**src/rtl/datapath_sequencer.sv**
```systemverilog
// datapath_sequencer
//   Holds host instructions in a small circular queue and issues them to the
//   datapath one per clock, either continuously (run) or one at a time (step).
//   While nothing issues the idle opcode NOP_OP is driven. The flag vector
//   returned for each issued opcode is captured, and its carry bit feeds cin.
//
// Ports
//   clk          single clock, rising edge
//   start        asynchronous active-low reset
//   instr_in     instruction word from host
//   instr_valid  host offers instr_in this cycle
//   instr_ready  queue has room (fifo_count < DEPTH)
//   run          level: issue continuously
//   step         one-cycle pulse: issue exactly one instruction
//   flush        synchronous queue clear, returns the sequencer to IDLE
//   flags_in     flags returned by the datapath for the opcode now driven
//   opCode       registered opcode to the datapath
//   issue        opCode holds a queued instruction (not NOP_OP)
//   cin          registered carry-in (flags bit 3 of last captured flags)
//   flags_out    last captured flags
//   fifo_count   entries held in the queue
//   issue_count  instructions issued since reset, wraps at 256
//   halted       sequencer is in HALT
module datapath_sequencer #(
  parameter int          DEPTH  = 8,
  parameter logic [15:0] NOP_OP = 16'h0FDF
) (
  input  logic                   clk,
  input  logic                   start,
  input  logic [15:0]            instr_in,
  input  logic                   instr_valid,
  output logic                   instr_ready,
  input  logic                   run,
  input  logic                   step,
  input  logic                   flush,
  input  logic [4:0]             flags_in,
  output logic [15:0]            opCode,
  output logic                   issue,
  output logic                   cin,
  output logic [4:0]             flags_out,
  output logic [$clog2(DEPTH):0] fifo_count,
  output logic [7:0]             issue_count,
  output logic                   halted
);

  localparam int AW = $clog2(DEPTH);
  localparam int CW = AW + 1;
  localparam logic [CW-1:0] FULL = CW'(DEPTH);

  typedef enum logic [1:0] {IDLE, RUN, STEP, HALT} state_t;

  state_t         state_q, state_d;
  logic [15:0]    mem_q [DEPTH];
  logic [AW-1:0]  head_q, head_d;
  logic [AW-1:0]  tail_q, tail_d;
  logic [CW-1:0]  count_q, count_d;
  logic [15:0]    opcode_q, opcode_d;
  logic           issue_q, issue_d;
  logic           cin_q, cin_d;
  logic [4:0]     flags_q, flags_d;
  logic [7:0]     icnt_q, icnt_d;
  logic           push, pop;

  assign instr_ready = (count_q < FULL);

  // Next-state: queue handshake, issue decision, flag capture and FSM
  always_comb begin
    state_d  = state_q;
    head_d   = head_q;
    tail_d   = tail_q;
    count_d  = count_q;
    opcode_d = NOP_OP;
    issue_d  = 1'b0;
    cin_d    = cin_q;
    flags_d  = flags_q;
    icnt_d   = icnt_q;

    // Pop looks only at the registered count, so a word written this edge
    // can never be issued on the same edge.
    push = instr_valid && instr_ready && !flush;
    pop  = ((state_q == RUN) || (state_q == STEP)) && (count_q != '0) && !flush;

    // Flags belong to the opcode currently on the bus, so capture follows
    // the registered issue bit rather than this edge's pop.
    if (issue_q) begin
      flags_d = flags_in;
      cin_d   = flags_in[3];
    end

    if (pop) begin
      opcode_d = mem_q[head_q];
      issue_d  = 1'b1;
      head_d   = head_q + AW'(1);
      icnt_d   = icnt_q + 8'd1;
    end

    if (push) begin
      tail_d = tail_q + AW'(1);
    end

    case ({push, pop})
      2'b10:   count_d = count_q + CW'(1);
      2'b01:   count_d = count_q - CW'(1);
      default: count_d = count_q;
    endcase

    if (flush) begin
      head_d  = '0;
      tail_d  = '0;
      count_d = '0;
      state_d = IDLE;
    end else begin
      case (state_q)
        IDLE: begin
          if (step)                          state_d = STEP;
          else if (run && (count_q != '0))   state_d = RUN;
        end
        RUN: begin
          if (!run)                          state_d = HALT;
          else if (count_d == '0)            state_d = IDLE;
        end
        STEP:                                state_d = HALT;
        HALT: begin
          if (step)                          state_d = STEP;
          else if (run && (count_q != '0))   state_d = RUN;
          else if (run)                      state_d = IDLE;
        end
        default:                             state_d = IDLE;
      endcase
    end
  end

  // Control and output registers
  always_ff @(posedge clk or negedge start) begin
    if (!start) begin
      state_q  <= IDLE;
      head_q   <= '0;
      tail_q   <= '0;
      count_q  <= '0;
      opcode_q <= NOP_OP;
      issue_q  <= 1'b0;
      cin_q    <= 1'b0;
      flags_q  <= '0;
      icnt_q   <= '0;
    end else begin
      state_q  <= state_d;
      head_q   <= head_d;
      tail_q   <= tail_d;
      count_q  <= count_d;
      opcode_q <= opcode_d;
      issue_q  <= issue_d;
      cin_q    <= cin_d;
      flags_q  <= flags_d;
      icnt_q   <= icnt_d;
    end
  end

  // Queue storage: data only, never reset
  always_ff @(posedge clk) begin
    if (push) begin
      mem_q[tail_q] <= instr_in;
    end
  end

  assign opCode      = opcode_q;
  assign issue       = issue_q;
  assign cin         = cin_q;
  assign flags_out   = flags_q;
  assign fifo_count  = count_q;
  assign issue_count = icnt_q;
  assign halted      = (state_q == HALT);

endmodule

```
**config.mk**
```make
export PLATFORM = sky130hd
export DESIGN_NAME = datapath_sequencer
export DESIGN_NICKNAME = d
export VERILOG_FILES = /design/src/rtl/datapath_sequencer.sv
export SDC_FILE = /design/constraint.sdc
export NUM_CORES = 1
export LEC_CHECK = 0
export ABC_AREA = 1
export CORE_UTILIZATION = 45
export DETAILED_ROUTE_END_ITERATION = 8
export GPL_ROUTABILITY_DRIVEN = 0
export HOLD_SLACK_MARGIN = 0.02
export MAX_ROUTING_LAYER = met4
export PLACE_DENSITY = 0.76
export SLEW_MARGIN = 25
export SYNTH_ARGS = -nofsm -noshare
export SYNTH_HDL_FRONTEND = slang
export SYNTH_SLANG_ARGS = --single-unit
```
**constraint.sdc**
```tcl
create_clock -name clk -period 3 [get_ports clk]
set_clock_uncertainty 0.05 [all_clocks]
set_input_delay 0.6 -clock clk [delete_from_list [all_inputs] [get_ports clk]]
set_output_delay 0.6 -clock clk [all_outputs]
set_load 0.1 [all_outputs]
```
# Word-level counts from Yosys, hierarchy flattened
# Memories as Yosys holds them, arrays and structs flattened.
# Cells that the tools add are included.
dict set report classes {
  addsub 5
  n_lt_le_gt_ge 1
  n_mux 19
  n_reduce_logical 13
  n_eq_ne 8
}
# op n
set ops {}
lappend ops {{$mux W16} 1}
lappend ops {{$mux W2} 8}
lappend ops {{$mux W3} 4}
lappend ops {{$add A8 B1 Y8 const B} 1}
lappend ops {{$pmux W2 S4} 1}
lappend ops {{$pmux W4 S2} 1}
lappend ops {{$add A3 B1 Y3 const B} 2}
lappend ops {{$eq A2 B2 Y1 const B} 3}
lappend ops {{$logic_and A1 B1 Y1} 5}
lappend ops {{$ne A5 B4 Y1 const B} 1}
lappend ops {{$add A4 B1 Y4 const B} 1}
lappend ops {{$eq A2 B1 Y1 const B} 2}
lappend ops {{$logic_not A4 Y1} 1}
lappend ops {{$lt A4 B4 Y1 const B} 1}
lappend ops {{$mux W4} 1}
lappend ops {{$ne A4 B3 Y1 const B} 1}
lappend ops {{$ne A4 B4 Y1 const B} 1}
lappend ops {{$reduce_bool A2 Y1} 2}
lappend ops {{$reduce_bool A4 Y1} 1}
lappend ops {{$sub A4 B1 Y4 const B} 1}
lappend ops {{$mux W1} 3}
lappend ops {{$reduce_and A3 Y1} 1}
lappend ops {{$logic_not A2 Y1} 1}
lappend ops {{$logic_not A1 Y1} 1}
lappend ops {{$logic_or A1 B1 Y1} 1}
dict set report word_totals {
  mem_bits_rw 128
  input_bits 27
  reg_bits 43
  mem_count 1
  elab_cells 56
}
# name words width read_ports rd_clocked_by_memory_dff wr line_no
set memory_table {}
lappend memory_table {mem_q 8 16 1 0 1 53} ;# logic [15:0] mem_q [DEPTH];

# Longest topological paths before layout
# Gate-level depths: netlist of run 1.
dict set report logic_depth {
  ltp_word 11
  depth_mapped 22
  mapped_depth_nobuf 21
}

# Least setup slack after synthesis of run 1
# Ideal clock, no wire load.
dict set report synth_path {
  path_kind {reg-to-reg}
  start {register count_q[3] (netlist: fifo_count[3])}
  end {register state_q[0]}
  slack_ps -549
  arrival_time_ps 3382
  setup_ps 117
  n_path_buf 0
  stages_incl_launch_ff 18
  path_cell_list {dfrtp_1 -> inv_1 -> nand2_1 -> nor2_1 -> inv_1 -> ha_1 -> inv_2 -> nand2_1 -> nand2_1 -> ha_1 -> o21ai_0 -> nand2_1 -> nor2_1 -> nand3_1 -> nand2_1 -> nand2_1 -> nand2_1 -> nand2_1}
}
dict set report synth_between {
  elab_chain_len 8
}
# element line_no
set synth_lines {}
lappend synth_lines {{start: declaration} 56} ;# logic [CW-1:0] count_q, count_d;
lappend synth_lines {{start signal: assignment} 149} ;# count_q <= count_d;
lappend synth_lines {{$lt A4 B4 Y1 (*)} 64} ;# assign instr_ready = (count_q < FULL);
lappend synth_lines {{named net instr_ready} 32} ;# output logic instr_ready,
lappend synth_lines {{$logic_and A1 B1 Y1 (*) (2 in series)} 80} ;# push = instr_valid && instr_ready && !flush;
lappend synth_lines {{$eq A2 B1 Y1 or $eq A2 B2 Y1 (tied branches)} 101} ;# case ({push, pop})
lappend synth_lines {{$pmux W4 S2 (*)} 101}
lappend synth_lines {{$logic_not A4 Y1 (*)} 120} ;# else if (count_d == '0) state_d = IDLE;
lappend synth_lines {{$ne A4 B3 Y1 (no source line) (*)} n/a}
lappend synth_lines {{$reduce_and A3 Y1 (no source line) (*)} n/a}
lappend synth_lines {{end signal: assignment} 146} ;# state_q <= state_d;
lappend synth_lines {{end: declaration} 52} ;# state_t state_q, state_d;
# The timed path passes the listed nets; every way through them passes the cells marked *.
# A chain may end at the register's enable or synchronous reset.

# Final worst setup path of run 1
dict set report layout_path {
  start {register state_q[0]}
  end {register state_q[0]}
}
dict set report layout_between {
  elab_chain_len 9
}
# element line_no
set layout_lines {}
lappend layout_lines {{$eq A2 B1 Y1 or $eq A2 B2 Y1 (tied branches)} {81, 113}}
lappend layout_lines {{$logic_or A1 B1 Y1} 81} ;# pop = ((state_q == RUN) || (state_q == STEP)) && (count_q != '0) && !flush;
lappend layout_lines {{$logic_and A1 B1 Y1 (2 in series)} 81}
lappend layout_lines {{$eq A2 B1 Y1 or $eq A2 B2 Y1 (tied branches)} 101}
lappend layout_lines {{$pmux W4 S2} 101}
lappend layout_lines {{$logic_not A4 Y1} 120}
lappend layout_lines {{$ne A4 B3 Y1 (no source line)} n/a}
lappend layout_lines {{$reduce_and A3 Y1 (no source line)} n/a}
# Parallel ways exist; a longest one is shown, timed or not.

==> results.yml, run 1 <==
die:
  io_pins: 64
  dieArea_sq_um: 15800
  initial_utilization_pct: 46.8
  die_h_microns: 126
  rows: 44
  chipWidth_microns: 126
  core_sq_um: 14700
yosys:
  yosys_warnings: 0
  synth_nets: 555
  synth-seq-cells: 170
  synthCells: 517
  synth.distinct_cells: 35
  syn-cell-area_sq_um: 6870
  yosysSeqAreaShare_pct: 71.4
  syn_area_per_cell_sq_um: 13.3
job:
  drv_cap: 0
timing:
  slew_viol_final: 0
  finalSetupViolations: 0
  setup-tns-final_ps: 0
  period_needed_ps: 2620
  tightest_slew_ps: 551
  slew_headroom_pct: 63.2
  postLayoutSetupSlackWorst_ps: 381
  fmax_mhz: 382
  rsz0062_at_grt: "false"
  timing.final.crit_share_pct: 87.3
  hold_viol: 0
outcome:
  violations: "DRC"
  status: "finished with violations"
clock_tree:
  hold_buffers: 0
  clk_pin_slew_ps: 60
  cts_buffers: 17
  cts_tree: "built"
  clk_latency_ps: 430
  cts_root_buf: "clkbuf_16"
  post_cts_buffers: 0
  cts_num_sinks: 170
  ctsResizeCount: 0
  clock_path_buffers: 2
  ctsHtreeMaxLevel: 4
final_layout:
  fin_nets: 637
  syn2layout_area_growth_pct: 20.8
  diodes: 0
  layout-drive-gt1-share_pct: 22.2
  final_util_pct: 56.5
power_and_ir_drop:
  power.switching_uw: 2730
  p_per_area_nw_per_um2: 893
  power_frac_clock_pct: 29.5
  p_seq_share_pct: 38.4
  leakagePower_uw: 0.00323
  swShare_pct: 36.9
  p_comb_share_pct: 32.1
  p_int_uw: 4680
  vdd_drop_max_mv: 0.552
setup_path:
  crit_fanout: 4
  cp.arrival_ps: 2880
  worstSetupEndpointType: "flip-flop"
  critPathKind: "flip-flop to flip-flop"
  startpoint_type: "flip-flop"
  cp_data_required_time_ps: 3260
route:
  drc: 9
  antenna_left: 0
  routed_wl_microns: 14000
  initialDrtViolationCount: 361
  dr.pass1.iters: 7
  wl_per_cell_microns: 17.6
  routed_via_density: 5.47
  num_vias: 4358
grt:
  track_usage_pct: 19.5
  grt-ovfl-total: 0
  grt_pass1_vias: 4333
  grt_start_max_net_pins: 49
  grt_pass1_wl_microns: 22200
  antenna_found_initial: 0
worst_hold_path:
  min_path_type: "primary input to async pin"
placement:
  dpl.hpwl_microns: 8290
  pre_cts_ws_ps: 67.6
  io_buffers: 63
## worst max-delay path: stages (launching register included)
cell and delay [ps]:
dfrtp_1 420, inv_1 100, ha_1 370, nand3_4 100
inv_4 60, ha_1 190, inv_2 50, nand2_1 50
nand2_1 80, ha_1 270, o21ai_0 210, nand2_1 80
nor2_1 110, nand3_1 90, nand2_1 100, nand2_1 70
nand2_1 70, nand2_1 50
## worst paths after layout
path	start	to	slack, ps	depth (start not counted)
max in group asynchronous	start	opCode[9]$_DFF_PN1_	2180	2
max reg2reg	state_q[0]$_DFFE_PN0P_	state_q[0]$_DFFE_PN0P_	380	17
max	state_q[0]$_DFFE_PN0P_	state_q[0]$_DFFE_PN0P_	380	17
min	start	state_q[1]$_DFFE_PN0P_	110	1
min in group clk	issue_count[7]$_DFFE_PN0N_	issue_count[7]$_DFFE_PN0N_	420	1
min reg2reg	issue_count[7]$_DFFE_PN0N_	issue_count[7]$_DFFE_PN0N_	420	1
## metal layers
metal / vias to the layer above / routed length, microns / track usage [%]
met5: - / 0 / -
met4: 0 / 212 / 7.39
met3: 14 / 912 / 5.05
met2: 173 / 7110 / 32.5
met1: 2119 / 5760 / 22.7
li1: 2052 / - / -
## cells by family (layout without fill, tap and decap cells)
family          Yosys count  in the layout  share of synthesized area [%]
xor+xnor                  9              9                           1.15
buf+inv                  49            144                           3.53
simple gates            160            160                           10.2
fa+ha+maj                11             11                           2.00
mux                       5              5                          0.819
flops                   170            170                           71.4
compound gates          113            113                           10.9
## final cells by class
type	instances	area, sq um
clock buffers	18	429
fillers	1138	6400
flip-flops and latches	170	4920
clock inverters	14	169
multi-input cells	298	1730
well taps	184	230
repair buffers	88	736
inverters	24	96.3
## state kept, by name, indices dropped and copies added, names as in the netlist
register / flops
fifo_count: 4
flags_out: 5
head_q: 3
issue: 1
issue_count: 8
mem_q: 128
opCode: 16
state_q: 2
tail_q: 3
## cells in the final DEF, fill, tap and decap left out, types with 2 or more instances in the layout
cell type / n
dfstp_2: 11
nand3_1: 23
ha_1: 11
xnor2_1: 4
nor3_1: 6
buf_4: 62
a21oi_1: 50
clkinvlp_4: 2
nand2_4: 2
clkinv_4: 2
inv_2: 4
a221o_1: 22
inv_1: 17
dfrtp_2: 3
dfrtp_1: 27
o221a_2: 10
o21ai_0: 26
xor2_1: 5
bufinv_16: 3
nor2_1: 36
nand2_1: 84
clkdlybuf4s50_1: 25
o21ai_1: 2
edfxtp_1: 128
nor2_4: 2
clkbuf_16: 17
inv_6: 3
mux2_2: 5
clkinv_1: 4
## cells in the mapped netlist
cell type	count	area (sq um)
a221o_1	22	220
nand2_1	85	319
xor2_1	5	43.8
buf_6	4	45.0
inv_2	4	15.0
nor2_4	2	22.5
inv_4	1	6.26
nor2_1	36	135
o21ai_1	2	10.0
o21ai_0	26	130
and3_4	1	11.3
clkbuf_1	6	22.5
clkinv_1	1	3.75
and3_1	1	6.26
nor3_1	6	30.0
o2111ai_1	1	8.76
nor2_2	1	6.26
buf_4	3	22.5
a211oi_1	1	7.51
dfstp_2	11	289
buf_2	12	60.1
nand2_4	2	22.5
mux2_2	5	56.3
a21oi_1	50	250
nand3b_1	1	7.51
dfrtp_1	31	776
nand3_1	23	115
ha_1	11	138
edfxtp_1	128	3840
o21a_1	1	7.51
o221a_2	10	113
nand3_2	1	10.0
inv_1	18	67.6
xnor2_1	4	35.0
nand3_4	1	17.5
## power groups by stage
stage | sequential (uW) | clock (uW) | combinational [uW]
after CTS | 2840 | 2230 | 2380
after global routing | 2870 | 2330 | 2530
after global placement | 2880 | 0 | 2310
after detailed placement | 2890 | 0 | 2370
final | 2840 | 2190 | 2380
after floorplan | 3690 | 0 | 1090
## stage by stage
step | instances | instance area (sq um) | total power, uW | hold WS, ps
6_report | 796 | 8300 | 7410 | 110
5_1_grt | 796 | 8300 | 7730 | 131
4_1_cts | 796 | 8300 | 7460 | 302
3_5_place_dp | 764 | 7700 | 5260 | 415
3_3_place_gp | 764 | 7700 | 5190 | 413
2_1_floorplan | 517 | 6890 | 4770 | 254
Note: power is estimated with default switching activity, not from simulation.
==> inputs of run 2 (changes only) <==
CTS_CLUSTER_DIAMETER = 30   (was default)
==> results of run 2 <==
No change in the layout: final DEF, timing and power equal those of run 1.
==> inputs of run 3 (changes only) <==
CAP_MARGIN = 20   (was default)
==> results of run 3 <==
No change in the layout: final DEF, timing and power equal those of run 1.
